==> src/rtl/fp_l2_sq_accum_pkg.sv <==
// Shared FP constants, FSM state encodings and helpers for the L2 accumulator and sqrt unit.
package fp_l2_sq_accum_pkg;
    localparam logic [31:0] FP_QNAN    = 32'h7FC00000;
    localparam logic [31:0] FP_PINF    = 32'h7F800000;
    localparam logic [31:0] FP_ZERO    = 32'h00000000;
    localparam logic [1:0]  RM_NEAREST = 2'b00;

    localparam logic [1:0] ST_IDLE  = 2'd0;
    localparam logic [1:0] ST_ACCUM = 2'd1;
    localparam logic [1:0] ST_DRAIN = 2'd2;
    localparam logic [1:0] ST_DONE  = 2'd3;

    function automatic logic fp_is_nan_inf(input logic [31:0] x);
        return x[30:23] == 8'hFF;
    endfunction
endpackage

==> src/rtl/FpAdder.sv <==
// Combinational binary32 adder; denormals flush to zero, round_mode 00 = nearest-even, else truncate.
module FpAdder
    import fp_l2_sq_accum_pkg::*;
(
    input  logic [31:0] a,
    input  logic [31:0] b,
    input  logic [1:0]  round_mode,
    output logic [31:0] y
);
    logic              a_nan, b_nan, a_inf, b_inf, swap, sl, ss, lost, rnd_up;
    logic [7:0]        el, es, sh;
    logic [23:0]       ml, ms;
    logic [26:0]       ms_sh;
    logic [27:0]       sum;
    logic [4:0]        lz;
    logic [24:0]       mant_r;
    logic signed [9:0] ex;

    function automatic logic [4:0] lzc27(input logic [26:0] v);
        lzc27 = 5'd0;
        for (int i = 0; i < 27; i++)
            if (v[i]) lzc27 = 5'(26 - i);
    endfunction

    always_comb begin
        a_nan = (a[30:23] == 8'hFF) && (a[22:0] != '0);
        b_nan = (b[30:23] == 8'hFF) && (b[22:0] != '0);
        a_inf = (a[30:23] == 8'hFF) && (a[22:0] == '0);
        b_inf = (b[30:23] == 8'hFF) && (b[22:0] == '0);
        swap  = b[30:0] > a[30:0];
        sl    = swap ? b[31] : a[31];
        ss    = swap ? a[31] : b[31];
        el    = swap ? b[30:23] : a[30:23];
        es    = swap ? a[30:23] : b[30:23];
        ml    = (el == '0) ? '0 : {1'b1, swap ? b[22:0] : a[22:0]};
        ms    = (es == '0) ? '0 : {1'b1, swap ? a[22:0] : b[22:0]};
        sh    = el - es;
        lost  = 1'b0;
        // Three extra bits below the mantissa act as guard, round and sticky.
        if (sh >= 8'd27) begin
            ms_sh = {26'b0, |ms};
        end else begin
            ms_sh    = {ms, 3'b000} >> sh;
            lost     = |({ms, 3'b000} << (8'd27 - sh));
            ms_sh[0] = ms_sh[0] | lost;
        end
        sum = (sl ^ ss) ? ({1'b0, ml, 3'b000} - {1'b0, ms_sh})
                        : ({1'b0, ml, 3'b000} + {1'b0, ms_sh});
        ex  = $signed({2'b00, el});
        lz  = '0;
        if (sum[27]) begin
            sum = {1'b0, sum[27:2], sum[1] | sum[0]};
            ex  = ex + 10'sd1;
        end else begin
            lz  = lzc27(sum[26:0]);
            sum = sum << lz;
            ex  = ex - $signed({5'b0, lz});
        end
        rnd_up = (round_mode == RM_NEAREST) && sum[2] && (sum[1] || sum[0] || sum[3]);
        mant_r = {1'b0, sum[26:3]} + {24'b0, rnd_up};
        if (mant_r[24]) ex = ex + 10'sd1;

        if (a_nan || b_nan || (a_inf && b_inf && (a[31] != b[31]))) y = FP_QNAN;
        else if (a_inf)                  y = a;
        else if (b_inf)                  y = b;
        else if (sum[26:0] == '0)        y = FP_ZERO;
        else if (ex >= 10'sd255)         y = {sl, FP_PINF[30:0]};
        else if (ex <= 10'sd0)           y = {sl, 31'b0};
        else y = {sl, ex[7:0], (mant_r[24] ? mant_r[23:1] : mant_r[22:0])};
    end
endmodule

==> src/rtl/FpMul.sv <==
// Combinational binary32 multiplier; denormals flush to zero, round_mode 00 = nearest-even, else truncate.
module FpMul
    import fp_l2_sq_accum_pkg::*;
(
    input  logic [31:0] a,
    input  logic [31:0] b,
    input  logic [1:0]  round_mode,
    output logic [31:0] y
);
    logic              a_nan, b_nan, a_inf, b_inf, a_zero, b_zero, sgn, g, st, rnd_up;
    logic [47:0]       prod;
    logic [23:0]       mant;
    logic [24:0]       mant_r;
    logic signed [9:0] ex;

    always_comb begin
        a_nan  = (a[30:23] == 8'hFF) && (a[22:0] != '0);
        b_nan  = (b[30:23] == 8'hFF) && (b[22:0] != '0);
        a_inf  = (a[30:23] == 8'hFF) && (a[22:0] == '0);
        b_inf  = (b[30:23] == 8'hFF) && (b[22:0] == '0);
        a_zero = (a[30:23] == '0);
        b_zero = (b[30:23] == '0);
        sgn    = a[31] ^ b[31];
        prod   = {1'b1, a[22:0]} * {1'b1, b[22:0]};
        ex     = $signed({2'b00, a[30:23]}) + $signed({2'b00, b[30:23]}) - 10'sd127;
        if (prod[47]) begin
            mant = prod[47:24];
            g    = prod[23];
            st   = |prod[22:0];
            ex   = ex + 10'sd1;
        end else begin
            mant = prod[46:23];
            g    = prod[22];
            st   = |prod[21:0];
        end
        rnd_up = (round_mode == RM_NEAREST) && g && (st || mant[0]);
        mant_r = {1'b0, mant} + {24'b0, rnd_up};
        if (mant_r[24]) ex = ex + 10'sd1;

        if (a_nan || b_nan || (a_inf && b_zero) || (b_inf && a_zero)) y = FP_QNAN;
        else if (a_inf || b_inf)   y = {sgn, FP_PINF[30:0]};
        else if (a_zero || b_zero) y = {sgn, 31'b0};
        else if (ex >= 10'sd255)   y = {sgn, FP_PINF[30:0]};
        else if (ex <= 10'sd0)     y = {sgn, 31'b0};
        else y = {sgn, ex[7:0], (mant_r[24] ? mant_r[23:1] : mant_r[22:0])};
    end
endmodule

==> src/rtl/fp_l2_sq_accum_sq_diff.sv <==
// Combinational (a - b)^2 stage built from the shared FP adder and multiplier.
module fp_sq_diff
    import fp_l2_sq_accum_pkg::*;
(
    input  logic [31:0] a,
    input  logic [31:0] b,
    output logic [31:0] q
);
    logic [31:0] b_neg, d;

    assign b_neg = {~b[31], b[30:0]};

    FpAdder u_sub (.a(a), .b(b_neg), .round_mode(RM_NEAREST), .y(d));
    FpMul   u_sq  (.a(d), .b(d),     .round_mode(RM_NEAREST), .y(q));
endmodule

==> src/rtl/fp_l2_sq_accum.sv <==
// Streaming sum((a_i-b_i)^2) over VEC_LEN float pairs; result and pulse feed the sqrt unit.
module fp_l2_sq_accum
    import fp_l2_sq_accum_pkg::*;
#(
    parameter int D_Len   = 32,
    parameter int VEC_LEN = 128,
    parameter int CNT_W   = 16
) (
    input  logic             clk,
    input  logic             rst_n,
    input  logic             start,
    input  logic             in_valid,
    output logic             in_ready,
    input  logic [D_Len-1:0] in_a,
    input  logic [D_Len-1:0] in_b,
    output logic [D_Len-1:0] sum_out,
    output logic             sum_valid,
    output logic             busy,
    output logic             nan_err
);
    localparam logic [CNT_W-1:0] LAST_IDX = CNT_W'(VEC_LEN - 1);
    localparam logic [D_Len-1:0] ABS_MASK = {1'b0, {(D_Len-1){1'b1}}};

    logic [1:0]       state;
    logic [CNT_W-1:0] cnt;
    logic [D_Len-1:0] acc, sq_reg, q, acc_sum;
    logic             sq_vld, add_pend, xfer, in_nan;

    assign in_ready = (state == ST_ACCUM);
    assign busy     = (state != ST_IDLE);
    assign xfer     = in_valid & in_ready;
    assign in_nan   = fp_is_nan_inf(in_a) | fp_is_nan_inf(in_b) | fp_is_nan_inf(q);

    fp_sq_diff u_sq_diff (.a(in_a), .b(in_b), .q(q));
    FpAdder    u_acc_add (.a(acc), .b(sq_reg), .round_mode(RM_NEAREST), .y(acc_sum));

    // add_pend marks the cycle after an add, when the registered acc is checked for NaN/Inf
    // so the flag is settled before DRAIN hands the result out.
    always_ff @(posedge clk or negedge rst_n) begin
        if (!rst_n) begin
            state     <= ST_IDLE;
            cnt       <= '0;
            acc       <= FP_ZERO;
            sq_reg    <= FP_ZERO;
            sq_vld    <= 1'b0;
            add_pend  <= 1'b0;
            sum_out   <= FP_ZERO;
            sum_valid <= 1'b0;
            nan_err   <= 1'b0;
        end else begin
            sum_valid <= 1'b0;
            sq_vld    <= xfer;
            add_pend  <= sq_vld;
            if (xfer) begin
                sq_reg <= q;
                cnt    <= cnt + 1'b1;
                if (in_nan) nan_err <= 1'b1;
            end
            if (sq_vld) acc <= acc_sum & ABS_MASK;
            if (add_pend && fp_is_nan_inf(acc)) nan_err <= 1'b1;

            case (state)
                ST_IDLE: if (start) begin
                    acc     <= FP_ZERO;
                    cnt     <= '0;
                    nan_err <= 1'b0;
                    state   <= ST_ACCUM;
                end
                ST_ACCUM: if (xfer && cnt == LAST_IDX) state <= ST_DRAIN;
                ST_DRAIN: if (!sq_vld && !add_pend) begin
                    sum_out   <= nan_err ? FP_QNAN : acc;
                    sum_valid <= 1'b1;
                    state     <= ST_DONE;
                end
                ST_DONE:  state <= ST_IDLE;
                default:  state <= ST_IDLE;
            endcase
        end
    end
endmodule

==> config.mk <==
export PLATFORM = sky130hd
export DESIGN_NAME = fp_l2_sq_accum
export DESIGN_NICKNAME = d
export VERILOG_FILES = /design/src/rtl/fp_l2_sq_accum_pkg.sv /design/src/rtl/FpAdder.sv /design/src/rtl/FpMul.sv /design/src/rtl/fp_l2_sq_accum_sq_diff.sv /design/src/rtl/fp_l2_sq_accum.sv
export SDC_FILE = /design/constraint.sdc
export NUM_CORES = 2
export LEC_CHECK = 0
export ABC_AREA = 1
export CAP_MARGIN = 20
export CELL_PAD_IN_SITES_DETAIL_PLACEMENT = 1
export CELL_PAD_IN_SITES_GLOBAL_PLACEMENT = 1
export CORE_AREA = 2 2 424 426
export DETAILED_ROUTE_END_ITERATION = 6
export DIE_AREA = 0 0 426 428
export PLACE_DENSITY_LB_ADDON = 0.2
export SYNTH_ARGS = -nofsm -noshare
export SYNTH_HDL_FRONTEND = slang
export SYNTH_SLANG_ARGS = --single-unit
==> constraint.sdc <==
create_clock -name clk -period 16.4 [get_ports clk]
set_clock_uncertainty 0.15 [all_clocks]
set_input_delay 4.92 -clock clk [delete_from_list [all_inputs] [get_ports clk]]
set_output_delay 4.92 -clock clk [all_outputs]
set_load 0.01 [all_outputs]
==> Yosys cells after proc, flatten, opt, wreduce, memory -nomap -nowiden <==
Index checks and enable logic that the tools add are counted.
{ "totals": {"output_inout_bits": 36, "latch_bits": 0, "ramBits": 0, "ff_bits": 117, "elab_cells": 259, "memories": 0, "mem_bits_ro": 0} }
{ "op_classes": {"shifts": 6, "mul": 1, "n_bitwise": 10, "div_mod_pow": 0, "reduce_logical": 61, "muxes": 125, "n_lt_le_gt_ge": 10, "n_addsub": 22, "eq_ne": 15} }
{ "ops": {"columns": ["operator", "count"], "rows": [
  ["$mux W31", 17],
  ["$mux W5", 56],
  ["$mux W23", 7],
  ["$mux W32", 4],
  ["$mux W24", 5],
  ["$logic_not A23 Y1", 5],
  ["$reduce_bool A23 Y1", 5],
  ["$mux W27", 4],
  ["$add A24 B1 Y25", 3],
  ["$gt A31 B31 Y1", 2],
  ["$mux W10", 6],
  ["$add A27 B27 Y28", 2],
  ["$mux W28", 2],
  ["$shl A28 B5 Y27", 2],
  ["$sub A27 B27 Y28", 2],
  ["$logic_not A27 Y1", 2],
  ["$reduce_or A27 Y1", 2],
  ["$shl A27 B8 Y27", 2],
  ["$shr A27 B8 Y27", 2],
  ["$eq A8 B8 Y1 const B", 6],
  ["$mul A24 B24 Y48", 1],
  ["$mux W16", 3],
  ["$reduce_or A24 Y1", 2],
  ["$add A10 B2 Y10 const B", 4],
  ["other kinds (35)", 104]
]} }

==> Depth between registers and ports, before layout <==
{ "depth": {"ltp_word": 72, "mapped_depth": 169, "depth_no_buf": 165} }

==> By module <==
From an unflattened synthesis, not the netlist that was laid out.
{ "hier_totals": {"cells_unflattened": 8966, "area_unflattened_um2": 53363.7} }
{ "by_module_without_submodules": {"columns": ["module", "area_each_um2", "cells_each", "n_inst", "seq_area_each_um2"], "rows": [
  ["FpMul", 24217.0, 3581, 1, 0.0],
  ["FpAdder (u_acc_add)", 12147.9, 2434, 1, 0.0],
  ["FpAdder (u_sq_diff.u_sub)", 11935.2, 2361, 1, 0.0],
  ["fp_l2_sq_accum", 5056.1, 588, 1, 2952.8],
  ["fp_sq_diff", 7.5, 2, 1, 0.0]
]} }

==> Worst setup path before layout <==
No wires, ideal clock.
{ "synth_path": {"path_type": "input -> register", "start": "input in_a[25]", "end": "register nan_err", "path_stages": 153, "setup_slack_ns": -9.291, "required_ns": 16.177, "t_arrival_ns": 25.468, "path_cell_list": "inv_1 > ha_1 > nand2_1 > nor2_1 > nand4_1 > nor3_2 > nand3_4 > nand2_4 > buf_8 > nand2_2 > nand2_2 > nand2_2 > nand2_1 > nand3_1 > nand2_1 > nand2_1 > buf_6 > clkbuf_1 > [... 117 more ...] > buf_6 > nand2_1 > nand2_2 > clkinv_1 > nand2_1 > nor2_1 > nand2_1 > nand2_2 > nand2_4 > nand2_1 > nand2_1 > nand2_1 > nand2_1 > nor2_1 > nand2_1 > nand2_1 > nand2_1 > a21oi_2"} }
{ "synth_between": {"elab_chain_cells": 72, "elab_cells_between_ends": 120} }
{ "synth_rtl": {"columns": ["element", "line", "rtl"], "rows": [
  ["from (decl)", "fp_l2_sq_accum.sv:14", "input logic [D_Len-1:0] in_a,"],
  ["$gt A31 B31 Y1", "FpAdder.sv:30", "swap = b[30:0] > a[30:0];"],
  ["$mux W8 (on tied branches)", "FpAdder.sv:33, FpAdder.sv:34", null],
  ["$sub A8 B8 Y8 or $logic_not A8 Y1 (tied branches)", "FpAdder.sv:37, FpAdder.sv:36", null],
  ["$sub A5 B8 Y8 or $mux W24 (tied branches)", "FpAdder.sv:44, FpAdder.sv:36", null],
  ["$shl A27 B8 Y27", "FpAdder.sv:44", "lost = |({ms, 3'b000} << (8'd27 - sh));"],
  ["$reduce_or A27 Y1", "FpAdder.sv:44", null],
  ["$or A1 B1 Y1", "FpAdder.sv:45", "ms_sh[0] = ms_sh[0] | lost;"],
  ["$mux W27", "FpAdder.sv:40", "if (sh >= 8'd27) begin"],
  ["[... 56 more ...]", null, null],
  ["$mux W31", "FpMul.sv:40", "if (a_nan || b_nan || (a_inf && b_zero) || (b_inf && a_zero)) y = FP_QNAN;"],
  ["$eq A8 B8 Y1", "fp_l2_sq_accum_pkg.sv:14", "return x[30:23] == 8'hFF;"],
  ["$or A1 B1 Y1 (*)", "fp_l2_sq_accum.sv:32", "assign in_nan = fp_is_nan_inf(in_a) | fp_is_nan_inf(in_b) | fp_is_nan_inf(q);"],
  ["$mux W1 (*)", "fp_l2_sq_accum.sv:57", "if (in_nan) nan_err <= 1'b1;"],
  ["$mux W1 (*)", "fp_l2_sq_accum.sv:54", "if (xfer) begin"],
  ["$mux W1 (*)", "fp_l2_sq_accum.sv:60", "if (add_pend && fp_is_nan_inf(acc)) nan_err <= 1'b1;"],
  ["$mux W1", "fp_l2_sq_accum.sv:63", "ST_IDLE: if (start) begin"],
  ["$mux W1 (*)", "fp_l2_sq_accum.sv:62", "case (state)"],
  ["to (signal assigned)", "fp_l2_sq_accum.sv:57", null],
  ["to (signal assigned)", "fp_l2_sq_accum.sv:60", null],
  ["to (signal assigned)", "fp_l2_sq_accum.sv:66", "nan_err <= 1'b0;"],
  ["to (decl)", "fp_l2_sq_accum.sv:19", "output logic nan_err"]
]} }
Every way passes the cells marked *; elsewhere a longest branch is shown, timed or not. The select of a mux whose other input is x is not followed.
A chain may end at the register's enable or synchronous reset.

==> Worst setup path after layout <==
{ "layout_path": {"start": "input in_b[27]", "end": "register sq_reg[20]"} }
{ "layout_between": {"elab_chain_cells": 65, "elab_cells_between_ends": 113} }
{ "layout_rtl": {"columns": ["element", "line", "rtl"], "rows": [
  ["from (decl)", "fp_l2_sq_accum.sv:15", "input logic [D_Len-1:0] in_b,"],
  ["$gt A31 B31 Y1", "FpAdder.sv:30", null],
  ["$mux W8 (on tied branches)", "FpAdder.sv:33, FpAdder.sv:34", null],
  ["$sub A8 B8 Y8 or $logic_not A8 Y1 (tied branches)", "FpAdder.sv:37, FpAdder.sv:36", null],
  ["$sub A5 B8 Y8 or $mux W24 (tied branches)", "FpAdder.sv:44, FpAdder.sv:36", null],
  ["$shl A27 B8 Y27", "FpAdder.sv:44", null],
  ["$reduce_or A27 Y1", "FpAdder.sv:44", null],
  ["$or A1 B1 Y1", "FpAdder.sv:45", null],
  ["$mux W27", "FpAdder.sv:40", null],
  ["[... 49 more ...]", null, null],
  ["$add A24 B1 Y25", "FpMul.sv:37", "mant_r = {1'b0, mant} + {24'b0, rnd_up};"],
  ["$mux W10", "FpMul.sv:38", "if (mant_r[24]) ex = ex + 10'sd1;"],
  ["$le A10 B1 Y1", "FpMul.sv:44", "else if (ex <= 10'sd0) y = {sgn, 31'b0};"],
  ["$mux W31", "FpMul.sv:44", null],
  ["$mux W31", "FpMul.sv:43", "else if (ex >= 10'sd255) y = {sgn, FP_PINF[30:0]};"],
  ["$mux W31", "FpMul.sv:42", "else if (a_zero || b_zero) y = {sgn, 31'b0};"],
  ["$mux W31", "FpMul.sv:41", "else if (a_inf || b_inf) y = {sgn, FP_PINF[30:0]};"],
  ["$mux W31 (*)", "FpMul.sv:40", null],
  ["to (signal assigned)", "fp_l2_sq_accum.sv:55", "sq_reg <= q;"],
  ["to (decl)", "fp_l2_sq_accum.sv:26", "logic [D_Len-1:0] acc, sq_reg, q, acc_sum;"]
]} }
Marks and branches as above.

==> impl_results.md <==
* Outcome: complete, but fails checks
* Failing checks: setup timing
* # setup viols final at 32
* Synth Area in Adders at 0.296
* Vias post-DR at 51,100
* Crit path top cell by count: nand2_2
* Final Max Slew Viols at 0
* Clock Tree Root: clkbuf_16
* Die area at 182,000 sq um
* Area grow syn2layout at 39.3%
* # fillers at 22,700
* Uppermost layer routed: met4
* Levels on crit path at 146
* H-tree depth at 4
* Buffers on Ports at 103
* Commonest cells after routing, fill and taps aside: 1,497 x nand2_1, 1,438 x buf_4, 1,197 x inv_1
* Dominant synthesized flop cell: dfrtp_1
* Period utilization at 1.52
* CP startpoint kind: input port
* Worst setup margin at -8.49 ns
* CTS tree: yes
* Routed WL at 200 mm
* Core Area at 178,000 sq um
* EDFF count, synth at 0
* Data required time of the worst path at 16.56 ns
* Unrepaired setup endpoints after global routing: true
* Largest net degree at the start of global routing at 73
* Cells on worst reg2reg path at 90
* Simple-Gate Fraction of Synth Area at 0.337
* Final Hold Viols at 0
* Main combinational cell family by area after synthesis: simple AND/OR/NAND/NOR gates
* Pre-antenna DRT Iters at 5
* CTS Hold Bufs at 0
* Flops & latches, synth at 117
* Post-route minimum period at 24.89 ns
* Maxcap violations at 0
* Max FO, Critical Path at 8
* Post-layout nets at 9,212
* Wl on met1 at 104 mm
* Vias in the first global route at 53,400
* CP Buf/Inv Count at 28
* Aggregate global routing overflow at 0
* Hold path cells at 2
* Commonest non-fill, non-tap cell in the layout: nand2_1
* Iter 0 DRT Violations at 3,081
* Setup crit end kind: flip-flop
* HP Class: flip-flop to flip-flop
* Max incr delay on CP at 0.59 ns
* GRT Resource Usage Total at 0.215
* Post-synthesis mux area share at 0.00204
* Slew @ Worst Pin at 1.34 ns
* Worst path top cell family by delay: simple AND/OR/NAND/NOR gates
* Gate count after technology mapping at 6,974
* Row cnt at 155
* Clock latency on the worst-skew pair at 0.45 ns
* RD Place Congestion at 0.911
* Total number of yosys warnings at 0
* Worst slew margin at 0.0967
* Critical path's slowest cell: fa_2
* Die span in y at 428 um
* Average vias per placed instance at 4.77
* TritonCTS Buffers at 17
* Share of cells above drive strength 1 at 0.269
* HPWL Detailed at 172 mm
* Post-synthesis sequential area ratio at 0.0664
* DRC Markers at 0
* CTS Buffer Depth at 2
* Clock Sinks at 117
* Worst EP arrival at 25.05 ns
* Detail Route Antenna Nets at 0
* Critical path type: input port to flip-flop
* Met3 WL at 8.39 mm
* Post-Syn Area per Cell at 6.33 sq um
* Final core utilization at 0.346
* Setup TNS at -269.09 ns
* Initial antenna violation count at 7
* Post-synth cell types at 80
* Synth Area in Compound Gates at 0.124
* Ys async rst share at 1.00
* Initial Utilization at 0.248
* Global-route wire length before repair at 312 mm
* Met2 WL at 86.9 mm
* I/O pin count at 104
* Post-detailed-route wirelength per cell at 18.7 um
* Post-synthesis xor/xnor area fraction at 0.0327
* Fmax at 40.2 MHz
* Synth Cell Area at 44,100 sq um
* Die width at 426 um
* Syn_nets at 7,830
* Clock transition at the registers of the reported paths at 0.06 ns
Yosys cell counts (all sizes together), types with 17 or more instances:
cell / count / area, sq um
nand2: 1682 / 6640
inv: 1299 / 4880
nor2: 715 / 2860
nand3: 673 / 3500
fa: 426 / 8530
o21ai: 424 / 2170
ha: 362 / 4530
a21oi: 287 / 1450
nand4: 148 / 932
clkbuf: 143 / 554
dfrtp: 117 / 2930
xor2: 115 / 1020
buf: 104 / 738
nor3: 69 / 377
a211oi: 63 / 473
xnor2: 48 / 420
a31oi: 41 / 263
nor4: 33 / 219
o211ai: 29 / 218
or2: 29 / 181
clkinv: 23 / 86.3
o21bai: 17 / 128
path summary, 6_finish.rpt:
kind                                         start                       to  slack [ns]
max in group asynchronous                    rst_n   sq_reg[14]$_DFFE_PN0P_       10.26
min in group asynchronous                    rst_n  sum_out[21]$_DFFE_PN0P_        4.33
setup / recovery                          in_b[27]   sq_reg[20]$_DFFE_PN0P_       -8.49
setup reg to reg                 acc[29]$_DFF_PN0_         acc[5]$_DFF_PN0_        1.50
hold / removal             sum_out[20]$_DFFE_PN0P_  sum_out[20]$_DFFE_PN0P_        0.39
hold reg to reg            sum_out[20]$_DFFE_PN0P_  sum_out[20]$_DFFE_PN0P_        0.39
final cells by class:
cell class	instances	area (sq um)	share of cell area
tap	2355	2950	0.0479
inverter	1322	5030	0.0818
clock buffer	21	460	0.00749
clock inverter	11	138	0.00224
multi-input combinational	5294	37300	0.606
antenna	1	2.50	0.0000407
timing repair buffer	1604	12700	0.207
sequential	117	2930	0.0476
worst reg2reg max path: cells and delay by family, from the launching register on:
family	cells	cell delay, ns
compound gates	28	4.86
xor+xnor	3	0.85
simple gates	40	5.09
flops	1	0.41
fa+ha+maj	4	1.46
buf+inv	15	2.04
metal layers:
layer  vias to the layer above  GRT usage
li1                      25000          -
met1                     25100      0.336
met2                       912      0.333
met3                        98     0.0144
met4                         0     0.0159
met5                         -          0
cells by family after synthesis:
family / Yosys count
simple gates: 3371
buf+inv: 1569
compound gates: 957
fa+ha+maj: 788
xor+xnor: 163
flops: 117
mux: 9
timing repair:
action,CTS,global route
endpoints found under the setup margin,32,62
gates resized for setup,233,444
pin swaps,132,162
buffers inserted,83,69
gates cloned,5,6
per-stage QoR:
step                cells  hold WS, ns  setup slack (ns)  area [sq um]
floorplan            6974        0.202             -7.33         44700
global placement    10500        0.368            -10.22         57700
detailed placement  10500        0.386            -10.75         57700
CTS                 10700        0.399             -8.65         59700
global route        10700        0.415             -9.96         61500
finish              10700        0.393             -8.49         61500
Power is not shown: default switching activity piles up to over one toggle a cycle in this logic, so the estimate is an artifact.
